## config.mk

```make
export PLATFORM = sky130hd
export DESIGN_NAME = imem_access_ctrl
export DESIGN_NICKNAME = d
export VERILOG_FILES = /design/src/rtl/imem_access_ctrl_pkg.sv /design/src/rtl/imem_access_ctrl_rr_guard.sv /design/src/rtl/imem_access_ctrl.sv
export SDC_FILE = /design/constraint.sdc
export NUM_CORES = 1
export LEC_CHECK = 0
export BUFFER_PORTS_ARGS = -buffer_cell sky130_fd_sc_hd__buf_2
export CAP_MARGIN = 20
export CORE_AREA = 2 2 74 147
export DETAILED_ROUTE_END_ITERATION = 10
export DIE_AREA = 0 0 76 149
export GPL_TIMING_DRIVEN = 0
export PLACE_DENSITY = 0.8
export SLEW_MARGIN = 20
export SYNTH_ARGS = -nofsm -noshare
export SYNTH_HDL_FRONTEND = slang
export SYNTH_HIERARCHICAL = 1
export SYNTH_SLANG_ARGS = --single-unit
```

## constraint.sdc

```tcl
create_clock -name clk -period 2.3 [get_ports clk]
set_input_delay 0.115 -clock clk [delete_from_list [all_inputs] [get_ports clk]]
set_output_delay 0.115 -clock clk [all_outputs]
set_load 0.03 [all_outputs]
```

## src/rtl/imem_access_ctrl_pkg.sv

```systemverilog
// Shared definitions for the instruction-memory access controller.
// Holds the controller state encodings, the instruction word width and the
// default fetch-run bound used when a load is waiting.
package imem_access_ctrl_pkg;

  localparam int unsigned INSTRUCTION_LEN   = 32;
  localparam int unsigned IMC_ADDR_W        = 32;
  localparam int unsigned IMC_MAX_FETCH_RUN = 4;
  localparam int unsigned IMC_RUN_CNT_W     = 4;

  typedef enum logic [1:0] {
    IMC_BOOT  = 2'd0,
    IMC_DRAIN = 2'd1,
    IMC_RUN   = 2'd2
  } imc_state_e;

  // Word accesses only: the two byte-offset bits must be zero.
  function automatic logic imc_aligned(input logic [1:0] lsb);
    return lsb == 2'b00;
  endfunction

endpackage

```

## src/rtl/imem_access_ctrl_rr_guard.sv

```systemverilog
// Loader starvation guard.
// Counts fetch grants issued while a load is waiting and raises
// load_prio_c once MAX_FETCH_RUN of them have been given back to back.
// Ports:
//   clk, rst       clock, asynchronous active-low reset
//   load_valid     loader request present
//   fetch_gnt      fetch granted this cycle
//   load_gnt       load granted this cycle
//   load_prio_c    loader wins the next conflict (combinational from count)
module imem_access_ctrl_rr_guard
  import imem_access_ctrl_pkg::*;
#(
  parameter int unsigned MAX_FETCH_RUN = IMC_MAX_FETCH_RUN
) (
  input  logic clk,
  input  logic rst,
  input  logic load_valid,
  input  logic fetch_gnt,
  input  logic load_gnt,
  output logic load_prio_c
);

  localparam logic [IMC_RUN_CNT_W-1:0] RUN_MAX = IMC_RUN_CNT_W'(MAX_FETCH_RUN);

  logic [IMC_RUN_CNT_W-1:0] run_cnt;

  // Run length of fetches that overtook a waiting load; saturating.
  always_ff @(posedge clk or negedge rst) begin
    if (!rst) begin
      run_cnt <= '0;
    end else if (load_gnt || !load_valid) begin
      run_cnt <= '0;
    end else if (fetch_gnt && (run_cnt != RUN_MAX)) begin
      run_cnt <= run_cnt + 1'b1;
    end
  end

  assign load_prio_c = (run_cnt == RUN_MAX);

endmodule

```

## src/rtl/imem_access_ctrl.sv

```systemverilog
// Instruction-memory port sequencer and arbiter.
// Holds the core in BOOT while the loader fills memory, spends one DRAIN
// cycle after load_done, then shares the single memory port between fetch
// reads and loader writes with a bounded fetch run while a load waits.
// Ports:
//   clk, rst                         clock, asynchronous active-low reset
//   load_valid/addr/data, load_ready loader write request, same-cycle accept
//   load_done                        boot image complete (BOOT only)
//   fetch_req/addr, fetch_gnt        fetch read request, same-cycle grant
//   fetch_valid, fetch_data          registered read data, one cycle after grant
//   cpu_hold                         core stall outside RUN
//   err_misaligned                   sticky misaligned-request flag
//   mem_address/write_data/read/write, mem_read_data  memory port
module imem_access_ctrl
  import imem_access_ctrl_pkg::*;
#(
  parameter int unsigned ADDR_W        = IMC_ADDR_W,
  parameter int unsigned DATA_W        = INSTRUCTION_LEN,
  parameter int unsigned MAX_FETCH_RUN = IMC_MAX_FETCH_RUN
) (
  input  logic              clk,
  input  logic              rst,
  input  logic              load_valid,
  input  logic [ADDR_W-1:0] load_addr,
  input  logic [DATA_W-1:0] load_data,
  output logic              load_ready,
  input  logic              load_done,
  input  logic              fetch_req,
  input  logic [ADDR_W-1:0] fetch_addr,
  output logic              fetch_gnt,
  output logic              fetch_valid,
  output logic [DATA_W-1:0] fetch_data,
  output logic              cpu_hold,
  output logic              err_misaligned,
  output logic [ADDR_W-1:0] mem_address,
  output logic [DATA_W-1:0] mem_write_data,
  output logic              mem_read,
  output logic              mem_write,
  input  logic [DATA_W-1:0] mem_read_data
);

  imc_state_e        state_q, state_d;
  logic [ADDR_W-1:0] addr_q;
  logic [DATA_W-1:0] wdata_q;
  logic              load_prio_c;
  logic              load_ok_c;
  logic              fetch_ok_c;

  assign load_ok_c  = imc_aligned(load_addr[1:0]);
  assign fetch_ok_c = imc_aligned(fetch_addr[1:0]);

  imem_access_ctrl_rr_guard #(
    .MAX_FETCH_RUN (MAX_FETCH_RUN)
  ) u_rr_guard (
    .clk         (clk),
    .rst         (rst),
    .load_valid  (load_valid),
    .fetch_gnt   (fetch_gnt),
    .load_gnt    (load_ready),
    .load_prio_c (load_prio_c)
  );

  // State register.
  always_ff @(posedge clk or negedge rst) begin
    if (!rst) begin
      state_q <= IMC_BOOT;
    end else begin
      state_q <= state_d;
    end
  end

  // Next state and same-cycle grants; gated by rst so reset forces all
  // grants low asynchronously.
  always_comb begin
    state_d    = state_q;
    load_ready = 1'b0;
    fetch_gnt  = 1'b0;
    if (rst) begin
      unique case (state_q)
        IMC_BOOT: begin
          load_ready = load_valid;
          if (load_done) begin
            state_d = IMC_DRAIN;
          end
        end
        IMC_DRAIN: begin
          state_d = IMC_RUN;
        end
        IMC_RUN: begin
          if (fetch_req && !(load_valid && load_prio_c)) begin
            fetch_gnt = 1'b1;
          end else if (load_valid) begin
            load_ready = 1'b1;
          end
        end
        default: begin
          state_d = IMC_BOOT;
        end
      endcase
    end
  end

  // Memory port drive; a misaligned load is acknowledged but never written.
  always_comb begin
    mem_read       = fetch_gnt;
    mem_write      = load_ready && load_ok_c;
    mem_address    = addr_q;
    mem_write_data = wdata_q;
    if (mem_read) begin
      mem_address = {fetch_addr[ADDR_W-1:2], 2'b00};
    end else if (mem_write) begin
      mem_address    = load_addr;
      mem_write_data = load_data;
    end
  end

  assign cpu_hold = (state_q != IMC_RUN);

  // Port hold values, fetch capture and sticky error.
  always_ff @(posedge clk or negedge rst) begin
    if (!rst) begin
      addr_q         <= '0;
      wdata_q        <= '0;
      fetch_valid    <= 1'b0;
      fetch_data     <= '0;
      err_misaligned <= 1'b0;
    end else begin
      addr_q      <= mem_address;
      wdata_q     <= mem_write_data;
      fetch_valid <= fetch_gnt;
      if (fetch_gnt) begin
        fetch_data <= mem_read_data;
      end
      if ((fetch_gnt && !fetch_ok_c) || (load_ready && !load_ok_c)) begin
        err_misaligned <= 1'b1;
      end
    end
  end

endmodule

```

==> metrics.md <==
| Metric | Value |
|---|---|
| Status | `complete, but fails checks` |
| Failing checks | `negative setup slack` |
| Net count after synthesis | `496` |
| Residual DRC count | `0` |
| Int Pwr | `5750 uW` |
| CP endpoint kind | `output pin` |
| Synthesized area | `4621 um2` |
| # rows | `53` |
| CP peak stage delay | `0.40 ns` |
| Util after Layout | `73.76%` |
| CTS Sinks | `104` |
| Core outline area | `10280 um2` |
| Post-synth top area cell | `dfrtp_1` |
| Hold Slack | `0.009186 ns` |
| Hold Crit Class | `in -> reg` |
| Leak | `0.003711 uW` |
| Main synth FF type | `dfrtp_1` |
| Net Sw Power | `4264 uW` |
| Beginning of the worst hold path | `mem_read_data[23]` |
| Worst-path fanout max | `6` |
| Combinational Power Share | `54.6%` |
| Port Buf Inserts | `235` |
| MaxCap Viol Count | `0` |
| Launch point of the worst reg-to-reg path | `u_rr_guard/run_cnt[0]` |
| GP Congestion | `0.8374` |
| Rel. slew slack | `64.68%` |
| Total die area | `11320 um2` |
| Post-layout min period | `2.388 ns` |
| Die Y | `149 um` |
| CTS tree | `built` |
| Num CTS Buffers | `9` |
| Ports | `236` |
| CP Cell Sequence | `inv_2 > ha_4 > nand3b_4 > inv_4 > nand3b_1 > nand3_4 > buf_4 > buf_8 > mux2_2 > buf_6` |
| # setup viols final | `58` |
| Place WS | `-0.1521 ns` |
| CTS Buffer Depth | `2` |
| Critical path's slowest cell | `dfrtp_1` |
| Pin count of the biggest net entering global routing | `54` |
| CP top delay family | `buffers and inverters` |
| Clock Skews | `0.008564 ns` |
| EDFF count, synth | `0` |
| Seq pwr share | `29.9%` |
| Sequential standard cell area | `2603 um2` |
| Fmax | `418.8 MHz` |
| CP startpoint | `u_rr_guard/run_cnt[0]` |
| Via count | `4176` |
| Sequential element share of the synthesized area | `56.32%` |
| Area occupied by multi-input gates | `2023 um2` |
| Synthesized flop and latch total | `104` |
| Detailed placement HPWL | `8936 um` |
| VDD IR-drop max | `866.5 uV` |
| Post-route ant nets | `0` |
| Slew Limit Fails | `0` |
| Distinct cells, synth | `34` |
| Die Span X | `76 um` |
| RSZ-0062 raised after global routing | `true` |
| Layout net count | `790` |
| CP Launch Type | `flip-flop` |
| Post-synth top cells | `dfrtp_1, inv_1, mux2_1` |
| Final hold vios | `0` |
| Total gr overflow | `0` |
| Worst setup margin | `-0.08791 ns` |
| Syn_area_per_cell | `12.80 um2` |
| ANT cells | `0` |
| Overall routing resource usage | `23.84%` |
| CTS H-Tree Depth | `3` |
| Clock Latency Late Sink | `0.34 ns` |
| Combined buffer and inverter count along the critical path | `5` |
| Critical path arrival | `2.27 ns` |
| Iter 0 DRT Violations | `187` |
| First-pass GRT wire length | `21220 um` |
| Share of cells above drive strength 1 | `56.21%` |
| Top-area cell type share of the netlist area | `56.32%` |
| DR WL/cell | `17.88 um` |
| Critical path class | `reg -> out` |
| Least-Margin Pin Slew | `0.5279 ns` |
| Fin crit share | `103.8%` |
| Initial DRT Pass Iterations | `4` |
| Initial Util | `44.95%` |
| Area delta synth->final | `64.07%` |
| DR vias/cell | `5.240` |
| Post-synth ARST share | `100.0%` |
| Initial antenna violation count | `0` |
| # fillers | `624` |
| Root buffer cell | `clkbuf_16` |
| Vias in the first global route | `4159` |
| Clock Pin Slew Worst Setup and Hold Paths | `0.07 ns` |
| Switching Share | `42.58%` |
| Most common cell in the synthesized netlist | `dfrtp_1` |
| Worst Path Required | `2.18 ns` |
| Pwr per Cell Area | `1321 nW/um2` |
| Area contributors post-synth | `dfrtp_1, mux2_4, mux2_1` |
| Routed wire length | `14250 um` |
| Clock power share | `15.5%` |
| Yosys warns | `6` |
| Post-synthesis instance total | `361` |
## path summary, 6_finish.rpt
check,slack [ns],endpoint,cells after the start
worst max-delay path,-0.09,mem_write_data[24],10
worst min-delay path,0.009,fetch_data[23],2
worst max register to register,0.14,u_rr_guard/run_cnt[3],12
worst min register to register,0.49,fetch_data[1],1
max in group asynchronous,1.54,fetch_data[23],4
min in group asynchronous,0.51,addr_q[2],4
## power by group through the flow
stage,sequential [uW],combinational (uW),clock [uW]
after detailed placement,2990,4410,0
after CTS,2960,4970,1580
after floorplan,3520,2550,0
after global placement,2940,4370,0
after global routing,3080,5730,1650
final,2990,5470,1550
## per-stage QoR
| stage | instance area [um2] | setup TNS (ns) | power, uW | std cells |
|---|---|---|---|---|
| floorplan | 4621 | 0 | 6071 | 361 |
| global placement | 5968 | -172.42 | 7301 | 733 |
| detailed placement | 6002 | -0.5027 | 7399 | 734 |
| CTS | 7056 | -4.825 | 9509 | 788 |
| global route | 7581 | -10.92 | 10460 | 797 |
| finish | 7581 | -3.202 | 10010 | 797 |
## timing repair
action                     in CTS  in global routing
resized for setup              90                102
setup endpoints to repair      68                 68
setup buffers                  10                 11
hold endpoints to repair       77                  0
gates cloned                    1                  2
hold buffers                   29                  0
pin swaps                       1                  4
## cell families (layout without fill, tap and decap cells)
| logic type | count (synthesis) | count (layout) | share of synthesized area, % |
|---|---|---|---|
| adders and majority gates | 2 | 2 | 0.5415 |
| AOI/OAI and AO/OA | 67 | 67 | 9.775 |
| and+or+nand+nor | 54 | 54 | 7.609 |
| xor gates and xnor gates | 1 | 1 | 0.1896 |
| muxes | 65 | 65 | 18.20 |
| buffers and inverters | 68 | 367 | 7.365 |
| DFF | 104 | 104 | 56.32 |
## state kept, by name, indices dropped and copies added, names as in the netlist
register,flops
addr_q,32
fetch_data,32
wdata_q,32
u_rr_guard/run_cnt,4
state_q,2
err_misaligned,1
fetch_valid,1
## metal layers
metal  up-vias  wire (um)  GRT usage [%]
li1       1916          -              -
met1      1993       5403          28.54
met2       232       7362          41.47
met3        35       1054          5.690
met4         0        432          9.364
met5         -          0              0
## placed cells by master (no fill, tap or decap), drive strengths merged, types with 2 or more instances in the layout
cell type and n:
a21oi 4, nand4 31, clkinv 4, nor2 3, ha 2, mux2 65
and3 2, dlygate4sd3 26, inv 40, nand3b 2, nand3 4, o221ai 31
buf 272, nand2 3, clkbuf 24, o21ai 32, dfrtp 104
## cell type report
class                           count  area share, %
Clock buffer                        9          2.971
Tap cell                          137          2.261
Multi-Input combinational cell    189          26.69
Sequential cell                   104          34.33
Buffer                             26          3.581
Timing Repair Buffer              287          26.77
Clock inverter                      7          1.040
Inverter                           38          2.360
No activity file was read; power rests on OpenSTA's default activity.
